[config.mk]
export PLATFORM = sky130hd
export DESIGN_NAME = display_scan_7seg
export DESIGN_NICKNAME = d
export VERILOG_FILES = /design/src/rtl/display_scan_7seg.sv
export SDC_FILE = /design/constraint.sdc
export NUM_CORES = 1
export LEC_CHECK = 0
export CORE_UTILIZATION = 35
export DETAILED_ROUTE_END_ITERATION = 10
export PLACE_DENSITY_LB_ADDON = 0.12
export SYNTH_ARGS = -nofsm -noshare
export SYNTH_HDL_FRONTEND = slang
export SYNTH_SLANG_ARGS = --single-unit
[constraint.sdc]
create_clock -name clk -period 3.34 [get_ports clk]
set_input_delay 0.668 -clock clk [delete_from_list [all_inputs] [get_ports clk]]
set_output_delay 0.668 -clock clk [all_outputs]
set_load 0.01 [all_outputs]
[src/rtl/display_scan_7seg.sv]
// Time-multiplexed 4-digit common-anode 7-segment driver with per-frame input snapshot.
// Optional leading-zero blanking is enabled by defining LEADING_ZERO_BLANK_EN.
module display_scan_7seg #(
  parameter int REFRESH_DIV = 50000
) (
  input  logic       clk,
  input  logic       rst,
  input  logic [3:0] unidades,
  input  logic [3:0] decenas,
  input  logic [3:0] centenas,
  input  logic       done,
  input  logic       negative,
  output logic [3:0] an,
  output logic [6:0] seg
);

  localparam int CW = $clog2(REFRESH_DIV);
  localparam logic [CW-1:0] LAST = CW'(REFRESH_DIV - 1);
  localparam logic [6:0] BLANK = 7'b1111111;
  localparam logic [6:0] MINUS = 7'b0111111;

  logic [CW-1:0] cnt_q, cnt_d;
  logic [1:0]    idx_q, idx_d;
  logic [3:0]    uni_q, dec_q, cen_q;
  logic          done_q, neg_q;
  logic [3:0]    an_q, an_d;
  logic [6:0]    seg_q, seg_d;
  logic          tick;
  logic          capture;
  logic          blankTens, blankHund;

  // Active-low glyphs ordered {g,f,e,d,c,b,a}; non-BCD codes stay dark.
  function automatic logic [6:0] decode(input logic [3:0] bcd);
    case (bcd)
      4'd0:    decode = 7'b1000000;
      4'd1:    decode = 7'b1111001;
      4'd2:    decode = 7'b0100100;
      4'd3:    decode = 7'b0110000;
      4'd4:    decode = 7'b0011001;
      4'd5:    decode = 7'b0010010;
      4'd6:    decode = 7'b0000010;
      4'd7:    decode = 7'b1111000;
      4'd8:    decode = 7'b0000000;
      4'd9:    decode = 7'b0010000;
      default: decode = BLANK;
    endcase
  endfunction

  assign tick    = (cnt_q == LAST);
  assign capture = tick && (idx_q == 2'd3);

`ifdef LEADING_ZERO_BLANK_EN
  assign blankHund = (cen_q == 4'd0);
  assign blankTens = (cen_q == 4'd0) && (dec_q == 4'd0);
`else
  assign blankHund = 1'b0;
  assign blankTens = 1'b0;
`endif

  always_comb begin
    cnt_d = tick ? '0 : cnt_q + 1'b1;
    idx_d = tick ? idx_q + 2'd1 : idx_q;
    an_d  = ~(4'b0001 << idx_q);
    seg_d = BLANK;
    if (done_q) begin
      case (idx_q)
        2'd0: seg_d = decode(uni_q);
        2'd1: seg_d = blankTens ? BLANK : decode(dec_q);
        2'd2: seg_d = blankHund ? BLANK : decode(cen_q);
        default: seg_d = neg_q ? MINUS : BLANK;
      endcase
    end
  end

  // Outputs are registered from the current index so anode and segments switch together.
  always_ff @(posedge clk) begin
    if (rst) begin
      cnt_q  <= '0;
      idx_q  <= 2'd0;
      uni_q  <= 4'd0;
      dec_q  <= 4'd0;
      cen_q  <= 4'd0;
      done_q <= 1'b0;
      neg_q  <= 1'b0;
      an_q   <= 4'b1111;
      seg_q  <= BLANK;
    end else begin
      cnt_q <= cnt_d;
      idx_q <= idx_d;
      an_q  <= an_d;
      seg_q <= seg_d;
      if (capture) begin
        uni_q  <= unidades;
        dec_q  <= decenas;
        cen_q  <= centenas;
        done_q <= done;
        neg_q  <= negative;
      end
    end
  end

  assign an  = an_q;
  assign seg = seg_q;

endmodule
Word level (Yosys, flattened, before mapping)
Memories as Yosys holds them, arrays and structs flattened. A register that Yosys moved wholly into a read port is not among the register bits. Cells that the tools add are included.

Word-level logic and storage cells: 33. Input bits: 16. Flip-flop bits (word level): 43. Memory bits (read-only): 336. Memories: 3. Output and inout port bits: 11.

Add/sub/neg operators: 2. Equality and inequality tests: 4. Bitwise logic cells: 2. Reduce and logical (&&, ||, !) cells: 4. Shifts and indexed selects: 1. Muxes and demuxes: 8.

Memories: (no name shown) (words 16, width 7, rd ports 1, clocked after memory_dff 1, write ports 0, RTL line 34) `case (bcd)`; (no name shown) (words 16, width 7, rd ports 1, clocked after memory_dff 1, write ports 0, RTL line 34); (no name shown) (words 16, width 7, rd ports 1, clocked after memory_dff 1, write ports 0, RTL line 34).

Operators with widths (count): $mux W4 (6); $pmux W7 S3 (1); $add A16 B1 Y16 const B (1); $eq A16 B16 Y1 const B (1); $mux W7 (1); $eq A2 B2 Y1 const B (2); $not A4 Y4 (1); $reduce_or A2 Y1 (2); $shl A1 B2 Y4 const A (1); $add A2 B1 Y2 const B (1); $eq A2 B1 Y1 const B (1); $logic_not A2 Y1 (1); $logic_and A1 B1 Y1 (1); $not A1 Y1 (1).

Longest topological paths before layout
Depth in word-level cells: 4. Depth in mapped cells: 13. Gate-level depth less buffers: 10.

Worst setup path before layout
OpenSTA, ideal clock, no wires.

Path type: flip-flop to flip-flop. Start point: register cnt_q[3]. End point: register with a tool-made name. Setup time: 0.106 ns. Buffers on the path: 1. Data arrival time: 2.749 ns. Clock period less this slack: 2.855 ns. Cell stages (with the launch flop): 10. Required time: 3.234 ns. Setup slack: 0.485 ns. Path through: dfxtp_1 > or4b_4 > nor4_4 > clkbuf_1 > nand2_1 > a21oi_1 > inv_1 > ha_1 > or3_1 > o311ai_0.

RTL lines: from (decl) (RTL line 22) `logic [CW-1:0] cnt_q, cnt_d;`; from (signal assigned) (RTL line 88) `cnt_q <= cnt_d;`.

==> run summary <==
Synth Area per Inst -> 9.00 um^2
# diodes -> 0
status -> finished, final reports clean
die area -> 9190 um^2
Clock Pin Slew Worst Setup and Hold Paths -> 0.07 ns
Hold-fix buffers, CTS -> 0
unique cell type count in the Yosys netlist -> 55
Clock power frac -> 0.425
Comb power frac -> 0.039
ys flop type -> dfxtp_1
drt drc -> 0
Reg power frac -> 0.535
Crit. End Element -> register
Hold WC Path Type -> reg2reg
Worst Hold Depth -> 1
Placeable Area -> 8380 um^2
M1 wire length -> 3380 um
static leakage -> 1.38 nW
gpl congestion -> 0.760
initial antenna violation count -> 0
Clock Sinks -> 64
Post-synth top cells -> dfxtp_1, nor2_1, nand2_1, a21oi_1
Mapped Nets -> 380
Tot GR Track Use -> 0.161
final slew viol count -> 0
gr ovfl total -> 0
crit path from -> cnt_q[3]
Vias/cell -> 5.02
CTS root buffer -> clkbuf_8
first-pass GRT wire length -> 11000 um
Synth Warn # -> 0
uppermost layer routed -> met4
Clock Latency Late Sink -> 0.34 ns
Die Width -> 95.9 um
top post-synthesis cells by area -> dfxtp_1, ha_1, nor2_1
synthesized instance count -> 343
Fin. Hold Viols -> 0
Pint -> 1.10 mW
post-synth top area cell -> dfxtp_1
Slew @ Worst Pin -> 0.649 ns
Tmin final -> 2.98 ns
worst r2r src -> cnt_q[3]
PD cells -> 397 nW/um^2
# fillers -> 862
largest net degree at the start of global routing -> 45
hold_ws -> 0.435 ns
clk_skew -> 0.00514 ns
DP HPWL -> 4960 um
CP Class -> reg2reg
max-capacitance violation count -> 0
area grow syn2layout -> 17.4%
worst r2r path cells -> 8
Switch Pwr -> 0.335 mW
vias in the first global route -> 2295
crit-path max FO -> 16
final WL -> 6770 um
Final #Nets -> 406
non-filler instance count after layout -> 479
Iteration-0 DRC Markers -> 119
FF-to-FF setup slack -> 0.36 ns
Num CTS Buffers -> 9
Initial Utilization -> 0.368
clk buf depth -> 2
share of layout cells above drive strength 1 -> 0.0856
most common cell in the netlist -> dfxtp_1
PostCTS Resize Cnt -> 0
Post-synth EDFFs -> 0
met2 WL -> 3130 um
critical path startpoint category -> register
DR pass1 iterations -> 6
post-synthesis async set-or-reset flop share -> 0
Max IR drop VDD -> 220 uV
Detail Route Antenna Nets -> 0
placed insts -> 463
synthesized area -> 3090 um^2
H-tree levels -> 3
final setup TNS -> 0 ns
met3 wire len -> 196 um
Vert. Die Dim -> 95.9 um
Tcrit/Tclk final -> 0.891
RSZ-0062 raised after global routing -> no
vias -> 2405
CTS tree -> built
Buffers on Ports -> 26
Slew headroom -> 0.563
WL per Instance -> 14.1 um
sw frac -> 0.233
Fmax achieved -> 336 MHz
synthesized flop and latch total -> 64
register area share after synthesis -> 0.415
endpoints failing setup -> 0
# Post-CTS Setup Buffers -> 0
row count -> 33
io pins -> 27
Synth top area share -> 0.415
WP data required -> 3.56 ns
Critical Path AT -> 3.20 ns
==> area by class of cell <==
cell class / instances / area, um^2 / area share
multi-input cells: 243 / 1640 / 0.454
flip-flops and latches: 64 / 1280 / 0.354
repair buffers: 30 / 303 / 0.0836
clock buffers: 12 / 155 / 0.0428
well taps: 105 / 131 / 0.0363
inverters: 21 / 78.8 / 0.0218
clock inverters: 4 / 28.8 / 0.00795
==> per-layer routing <==
layer  track usage  vias up
met5             0        -
met3        0.0506        5
met4        0.0535        0
met1         0.212     1116
met2         0.249       38
li1              -     1246
==> per-stage QoR <==
step           utilization  power, mW  cell area, um^2  setup WS, ns
6_report             0.432       1.44             3620         0.364
5_1_grt              0.432       1.50             3620         0.201
4_1_cts              0.432       1.47             3620         0.353
3_5_place_dp         0.410      0.845             3440         0.394
3_3_place_gp         0.410      0.844             3440         0.480
2_1_floorplan            -      0.812             3090         0.485
==> critical path, cell delays in order (launching register included) <==
cell,delay [ns]
dfxtp_1,0.44
or4b_4,0.53
or4_4,0.70
mux2i_1,0.18
nor2_1,0.20
inv_1,0.12
ha_1,0.22
or3_1,0.36
o311ai_0,0.11
==> logic make-up after synthesis <==
logic type | after synthesis | share of synthesized area
and+or+nand+nor | 133 | 0.217
xor gates and xnor gates | 11 | 0.0312
AOI/OAI and AO/OA | 61 | 0.132
adders and majority gates | 21 | 0.0852
DFF | 64 | 0.415
muxes | 17 | 0.0669
buffers and inverters | 36 | 0.0523
==> how the worst min path moves through the flow <==
stage	endpoint	from	slack [ns]
detailed placement	seg[6]	done_q	0.42
CTS	seg[6]	done_q	0.44
floorplan	seg[6]	done_q	0.39
global route	seg[6]	done_q	0.48
finish	seg[6]	done_q	0.44
global placement	seg[6]	done_q	0.41
==> cells in the final DEF (no fill, tap or decap), types with 2 or more instances in the layout <==
cell,instances
nor2_1,38
o21ai_1,2
o32ai_1,2
clkinvlp_4,2
and4_1,2
nand3_1,20
a21oi_1,24
clkdlybuf4s50_1,26
nand2b_1,2
o21ai_0,10
mux2_2,2
o2111a_1,2
mux2i_1,11
nand2_1,33
ha_1,21
nand4_1,4
dfxtp_1,64
clkbuf_8,11
o31ai_1,2
xnor2_1,5
or3_1,5
nand3b_1,2
xor2_1,6
buf_4,3
mux2i_4,2
a21boi_1,2
nor3_1,6
inv_1,21
a222oi_1,7
nor2b_1,8
nor3b_1,2
==> power by group through the flow <==
| stage | registers [mW] | clock network, mW | logic, mW |
|---|---|---|---|
| after floorplan | 0.786 | 0 | 0.0258 |
| after global placement | 0.788 | 0 | 0.0568 |
| after detailed placement | 0.788 | 0 | 0.0570 |
| after CTS | 0.770 | 0.638 | 0.0575 |
| after global routing | 0.770 | 0.665 | 0.0625 |
| final | 0.770 | 0.612 | 0.0566 |
Power figures use the tool's default switching activity.
